$ cat src/rtl/alu_pkg.sv
// Shared constants for the ALU command driver: opcodes, FSM states, result width.
package alu_pkg;

   localparam int ALU_W = 3;
   localparam int RW    = ALU_W + 2;

   localparam logic [1:0] OP_ADD = 2'd0;
   localparam logic [1:0] OP_SUB = 2'd1;
   localparam logic [1:0] OP_AND = 2'd2;
   localparam logic [1:0] OP_OR  = 2'd3;

   typedef enum logic [1:0] {
      ST_IDLE  = 2'd0,
      ST_DRIVE = 2'd1,
      ST_RESP  = 2'd2
   } state_e;

endpackage

$ cat src/rtl/alu_golden.sv
// Expected-result model of the external ALU. Operands are zero-extended to W+2,
// SUB wraps modulo 2^(W+2), logic ops leave the two upper bits clear.
module alu_golden
   import alu_pkg::*;
#(
   parameter int W = ALU_W
) (
   input  logic [1:0]   s_i,
   input  logic [W-1:0] a_i,
   input  logic [W-1:0] b_i,
   output logic [W+1:0] exp_o
);

   // Pure combinational reference result for the current select/operands.
   always_comb begin
      exp_o = '0;
      case (s_i)
         OP_ADD:  exp_o = {2'b00, a_i} + {2'b00, b_i};
         OP_SUB:  exp_o = {2'b00, a_i} - {2'b00, b_i};
         OP_AND:  exp_o = {2'b00, a_i & b_i};
         OP_OR:   exp_o = {2'b00, a_i | b_i};
         default: exp_o = '0;
      endcase
   end

endmodule

$ cat src/rtl/alu_cmd_driver.sv
// Initiator for a 2-bit-select combinational ALU: accepts one command at a time,
// drives registered S/A/B, waits SETTLE cycles, samples the result and returns it.
// Optional golden-model checking is compiled in with ALU_DRV_CHECK_EN.
module alu_cmd_driver
   import alu_pkg::*;
#(
   parameter int W      = ALU_W,
   parameter int SETTLE = 1          // 1..15
) (
   input  logic         clk,
   input  logic         rst_n,
   input  logic         cmd_valid,
   output logic         cmd_ready,
   input  logic [1:0]   cmd_op,
   input  logic [W-1:0] cmd_a,
   input  logic [W-1:0] cmd_b,
   output logic [1:0]   alu_s,
   output logic [W-1:0] alu_a,
   output logic [W-1:0] alu_b,
   input  logic [W+1:0] alu_ans,
   output logic         rsp_valid,
   input  logic         rsp_ready,
   output logic [1:0]   rsp_op,
   output logic [W+1:0] rsp_ans,
   output logic         rsp_err,
   output logic [7:0]   err_cnt
);

   localparam int          LRW       = W + 2;
   localparam logic [3:0]  SETTLE_M1 = 4'(SETTLE - 1);

   state_e           state_q;
   logic [3:0]       cnt_q;
   logic             ready_q;
   logic             rsp_valid_q;
   logic [1:0]       s_q;
   logic [W-1:0]     a_q;
   logic [W-1:0]     b_q;
   logic [LRW-1:0]   ans_q;

   // Command/response FSM; ready comes up one edge after reset release so the
   // consumer never sees cmd_ready while reset is asserted.
   always_ff @(posedge clk or negedge rst_n) begin
      if (!rst_n) begin
         state_q     <= ST_IDLE;
         cnt_q       <= '0;
         ready_q     <= 1'b0;
         rsp_valid_q <= 1'b0;
         s_q         <= '0;
         a_q         <= '0;
         b_q         <= '0;
         ans_q       <= '0;
      end else begin
         case (state_q)
            ST_IDLE: begin
               ready_q <= 1'b1;
               if (cmd_valid && ready_q) begin
                  s_q     <= cmd_op;
                  a_q     <= cmd_a;
                  b_q     <= cmd_b;
                  cnt_q   <= SETTLE_M1;
                  ready_q <= 1'b0;
                  state_q <= ST_DRIVE;
               end
            end
            ST_DRIVE: begin
               if (cnt_q == 4'd0) begin
                  ans_q       <= alu_ans;
                  rsp_valid_q <= 1'b1;
                  state_q     <= ST_RESP;
               end else begin
                  cnt_q <= cnt_q - 4'd1;
               end
            end
            ST_RESP: begin
               if (rsp_ready) begin
                  rsp_valid_q <= 1'b0;
                  ready_q     <= 1'b1;
                  state_q     <= ST_IDLE;
               end
            end
            default: begin
               state_q <= ST_IDLE;
            end
         endcase
      end
   end

   assign cmd_ready = ready_q;
   assign alu_s     = s_q;
   assign alu_a     = a_q;
   assign alu_b     = b_q;
   assign rsp_valid = rsp_valid_q;
   // Select only changes at acceptance, so it doubles as the returned opcode.
   assign rsp_op    = s_q;
   assign rsp_ans   = ans_q;

`ifdef ALU_DRV_CHECK_EN
   logic [LRW-1:0] exp_ans;
   logic           capture;
   logic           mism;
   logic           err_q;
   logic [7:0]     err_cnt_q;
   logic [7:0]     err_cnt_d;

   alu_golden #(.W(W)) u_golden (
      .s_i   (s_q),
      .a_i   (a_q),
      .b_i   (b_q),
      .exp_o (exp_ans)
   );

   assign capture   = (state_q == ST_DRIVE) && (cnt_q == 4'd0);
   assign mism      = (alu_ans != exp_ans);
   assign err_cnt_d = (mism && (err_cnt_q != 8'hFF)) ? err_cnt_q + 8'd1 : err_cnt_q;

   // Mismatch flag is refreshed only at the sample edge so it stays aligned with rsp_ans.
   always_ff @(posedge clk or negedge rst_n) begin
      if (!rst_n) begin
         err_q     <= 1'b0;
         err_cnt_q <= '0;
      end else if (capture) begin
         err_q     <= mism;
         err_cnt_q <= err_cnt_d;
      end
   end

   assign rsp_err = err_q;
   assign err_cnt = err_cnt_q;
`else
   assign rsp_err = 1'b0;
   assign err_cnt = '0;
`endif

endmodule

$ cat config.mk
export PLATFORM = sky130hd
export DESIGN_NAME = alu_cmd_driver
export DESIGN_NICKNAME = d
export VERILOG_FILES = /design/src/rtl/alu_pkg.sv /design/src/rtl/alu_golden.sv /design/src/rtl/alu_cmd_driver.sv
export SDC_FILE = /design/constraint.sdc
export NUM_CORES = 1
export LEC_CHECK = 0
export CAP_MARGIN = 20
export CELL_PAD_IN_SITES_DETAIL_PLACEMENT = 0
export CELL_PAD_IN_SITES_GLOBAL_PLACEMENT = 1
export CORE_MARGIN = 1
export CORE_UTILIZATION = 31
export DETAILED_ROUTE_END_ITERATION = 6
export PLACE_DENSITY_LB_ADDON = 0.1
export SYNTH_ARGS = -nofsm -noshare
export SYNTH_HDL_FRONTEND = slang
export SYNTH_SLANG_ARGS = --single-unit
$ cat constraint.sdc
create_clock -name clk -period 1.6 [get_ports clk]
set_clock_uncertainty 0.05 [all_clocks]
set_input_delay 0.24 -clock clk [delete_from_list [all_inputs] [get_ports clk]]
set_output_delay 0.24 -clock clk [all_outputs]
set_load 0.1 [all_outputs]
* Yosys cells after proc, flatten, opt, wreduce, memory -nomap -nowiden
Index checks and enable logic that the tools add are counted.
Storage, ports and cells: register bits after elaboration 21, output and inout bits 26, logic and storage cells 40
Cells by class: add/sub/neg operators 1, equal/unequal tests 6, mux-type cells 13, reduce and logical (&&, ||, !) cells 12
Operator list (count):
- $reduce_and 3->1 | 3
- $mux 4 | 2
- $ne 2x2->1 const B | 4
- $pmux 4 s2 | 1
- $mux 2 | 3
- $pmux 2 s3 | 1
- $reduce_and 2->1 | 3
- $reduce_bool 2->1 | 3
- $logic_not 4->1 | 1
- $mux 1 | 4
- $pmux 1 s2 | 2
- $sub 4x1->4 const B | 1
- $eq 2x1->1 const B | 1
- $eq 2x2->1 const B | 1
- $logic_not 2->1 | 1
- $logic_and 1x1->1 | 1

* Longest topological paths before layout
depth in word-level cells 3, gate-level depth with buffers 5, depth with buffers taken out 5

* Worst setup path before layout
OpenSTA, ideal clock, no wires.
kind register -> register, from reg ready_q, in the netlist cmd_ready, to reg s_q[0], in the netlist alu_s[0], setup time 0.126 ns, data arrival time 1.820 ns, required time 1.424 ns, path slack -0.396 ns, cell stages (with the launch flop) 4, path buffers 0, clock period less this slack 1.996 ns, cells stage by stage dfrtp_1 > nand2_1 > nor3_4 > mux2_2
Between the ends: longest elaborated chain between the ends 2
Ends and longest elaborated chain:
- start, declared | line alu_cmd_driver.sv:34 | logic ready_q;
- start signal, assigned | line alu_cmd_driver.sv:47 | ready_q <= 1'b0;
- start signal, assigned | line alu_cmd_driver.sv:56 | ready_q <= 1'b1;
- start signal, assigned | line alu_cmd_driver.sv:62 | ready_q <= 1'b0;
- $logic_and 1x1->1 | line alu_cmd_driver.sv:57 | if (cmd_valid && ready_q) begin
- $reduce_and 2->1 (no line)
- end signal, assigned | line alu_cmd_driver.sv:58 | s_q <= cmd_op;
- end, declared | line alu_cmd_driver.sv:36 | logic [1:0] s_q;
No other way between the ends. A chain may end at the register's enable or synchronous reset.

* Worst setup path after layout
from reg cnt_q[0], to reg ans_q[3], in the netlist rsp_ans[3]
Between the ends: longest elaborated chain between the ends 2
Ends and longest elaborated chain:
- start, declared | line alu_cmd_driver.sv:33 | logic [3:0] cnt_q;
- start signal, assigned | line alu_cmd_driver.sv:72 | cnt_q <= cnt_q - 4'd1;
- $logic_not 4->1 | line alu_cmd_driver.sv:67 | if (cnt_q == 4'd0) begin
- $reduce_and 2->1 (no line)
- end signal, assigned | line alu_cmd_driver.sv:68 | ans_q <= alu_ans;
- end, declared | line alu_cmd_driver.sv:39 | logic [LRW-1:0] ans_q;
No other way between the ends.

==> results.json <==
{
  "status": "finished, violations left",
  "violations": "design-rule violations",
  "grt_usage_pct": 11.95,
  "rsz0062_at_grt": "no",
  "coreArea_sq_um": 3028,
  "drt-vias-per-instance": 4.233,
  "path_clk_slew_ns": 0.11,
  "h-tree-depth": 1,
  "layout-drive-gt1-share_pct": 39.13,
  "worst_r2r_path_depth": 5,
  "antenna_left": 0,
  "diodes": 0,
  "grt_max_degree": 22,
  "end_kind": "flip-flop",
  "die_y_microns": 58.47,
  "hpwl_microns": 1403,
  "vias": 673,
  "critical-path-max-stage-delay_ns": 0.40,
  "cts_buffers": 3,
  "cts.sinks": 21,
  "drc": 1,
  "gp_congestion": 0.6677,
  "grt_first_pass_wirelength_microns": 3022,
  "setup_ws_ns": 0.1177,
  "clock_latency_ns": 0.30,
  "wl_per_cell_microns": 11.52,
  "ys_seq_elements": 21,
  "slowest_stage": "dfrtp_1",
  "critPathRequiredTime_ns": 1.74,
  "fin_crit_ns": 1.482,
  "worst_hold_slack_ns": 0.2203,
  "start_util_pct": 32.64,
  "cts_tree": "built",
  "maxCapViolCount": 0,
  "dp_slack_ns": -0.02161,
  "netlist_instances": 80,
  "yosys.cell_types.count": 22,
  "instances_no_fill": 159,
  "rows": 20,
  "die-area_sq_um": 3418,
  "fmax_ghz": 0.6746,
  "first_pass_iters": 7,
  "ys_warn_count": 0,
  "worstReg2RegStart": "cnt_q[0]",
  "cts.path.max_buffers": 2,
  "dpl.cell_count": 155,
  "ys_seq_area_share_pct": 53.16,
  "die-width_microns": 58.47,
  "regToRegSetupSlack_ns": 0.12,
  "crit_arrival_ns": 1.62,
  "io_pins": 43,
  "utilization_pct": 51.82,
  "hold_path_class": "in -> async",
  "path_cells": "inv_1 > ha_4 > nor3b_4 > nand2_4 > mux2_2",
  "slew_viol_final": 0,
  "hold_violations": 0,
  "setup_violations": 0,
  "syn_to_final_growth_pct": 58.73,
  "antenna_found_initial": 0,
  "crit_fanout": 7,
  "port_buffers": 33,
  "drt_iter0_markers": 8,
  "grt_overflow": 0,
  "r2r-end": "rsp_ans[3]",
  "startpoint_type": "flip-flop",
  "synth_area_sq_um": 988.4,
  "nets": 135,
  "layout_common_cells": "18 x dfrtp_1, 18 x buf_12, 16 x clkdlybuf4s50_1",
  "min_period_over_period_pct": 92.64,
  "cts_root_buffer": "clkbuf_4",
  "grt_pass1_vias": 679,
  "drt-total-wl_microns": 1831,
  "syn-mean-instance-area_sq_um": 12.36,
  "critPathKind": "reg -> reg"
}
==> layer usage <==
| metal | share of wire [%] | GRT usage (%) |
|---|---|---|
| met5 | 0 | 0 |
| met4 | 0.49 | 3.061 |
| met3 | 7.7 | 5.934 |
| met2 | 53 | 19.87 |
| met1 | 39 | 13.76 |
==> cells by family after synthesis <==
kind of cell | Yosys count | synth area share, %
flip-flops | 21 | 53.16
AO/OA/AOI/OAI | 11 | 6.204
buffers and inverters | 16 | 11.39
multiplexers | 15 | 16.84
other | 1 | 0.3794
AND/OR/NAND/NOR | 14 | 9.494
adder cells (fa/ha/maj) | 2 | 2.531
==> what timing repair did <==
| item | CTS | global route |
|---|---|---|
| gates cloned | 0 | 0 |
| buffers inserted | 0 | 0 |
| hold buffers | 0 | 0 |
| resized for setup | 1 | 4 |
| endpoints found under the setup margin | 2 | 5 |
==> worst max-delay path, delay by kind of cell, from the launching register on <==
kind                     cells  cell delay (ns)
flip-flops                   1             0.40
AND/OR/NAND/NOR              2             0.36
multiplexers                 1             0.28
adder cells (fa/ha/maj)      1             0.16
buffers and inverters        1             0.12
==> area by class of cell <==
cell class / instances / area, sq um
fill: 274 / 1459
timing repair buffer: 36 / 535.5
sequential: 21 / 531.8
multi-input combinational: 51 / 409.1
tap: 44 / 55.05
clock buffer: 4 / 26.28
inverter: 3 / 11.26
==> registers in the layout (all words and copies together), names as in the netlist <==
signal	flops
rsp_ans	5
cnt_q	4
alu_a	3
alu_b	3
alu_s	2
state_q	2
cmd_ready	1
rsp_valid	1
==> how the worst max path moves through the flow <==
stage | cells past startpoint | to | start
floorplan | 3 | alu_s[0] | cmd_ready
global route | 5 | rsp_ans[4] | cnt_q[1]
detailed placement | 5 | alu_a[0] | cmd_valid
CTS | 5 | rsp_ans[3] | cnt_q[1]
global placement | 5 | alu_b[2] | cmd_valid
finish | 5 | rsp_ans[3] | cnt_q[0]
==> stage by stage <==
step	TNS, ns	cell area [sq um]
after floorplan	0	1025
after global placement	-0.0002042	1514
after detailed placement	-0.1267	1514
after CTS	0	1545
after global routing	0	1569
final	0	1569
==> synthesized netlist by cell type <==
cell type	n	share of area [%]
nor3_1	2	1.0
o21ai_0	6	3.0
buf_4	12	9.1
nand2_2	1	0.63
nor2_1	1	0.38
a211oi_1	1	0.76
nor2b_2	1	0.89
o211ai_1	1	0.76
mux2_2	13	15
o22ai_1	1	0.63
nor3b_2	1	1.3
nor3_4	1	1.6
conb_1	1	0.38
nand2_1	4	1.5
a21oi_1	2	1.0
mux2i_1	2	2.0
nand4b_1	1	0.89
nand2b_1	2	1.3
inv_1	3	1.1
buf_6	1	1.1
ha_1	2	2.5
dfrtp_1	21	53
Power is not shown: default switching activity piles up to over one toggle a cycle in this logic, so the estimate is an artifact.
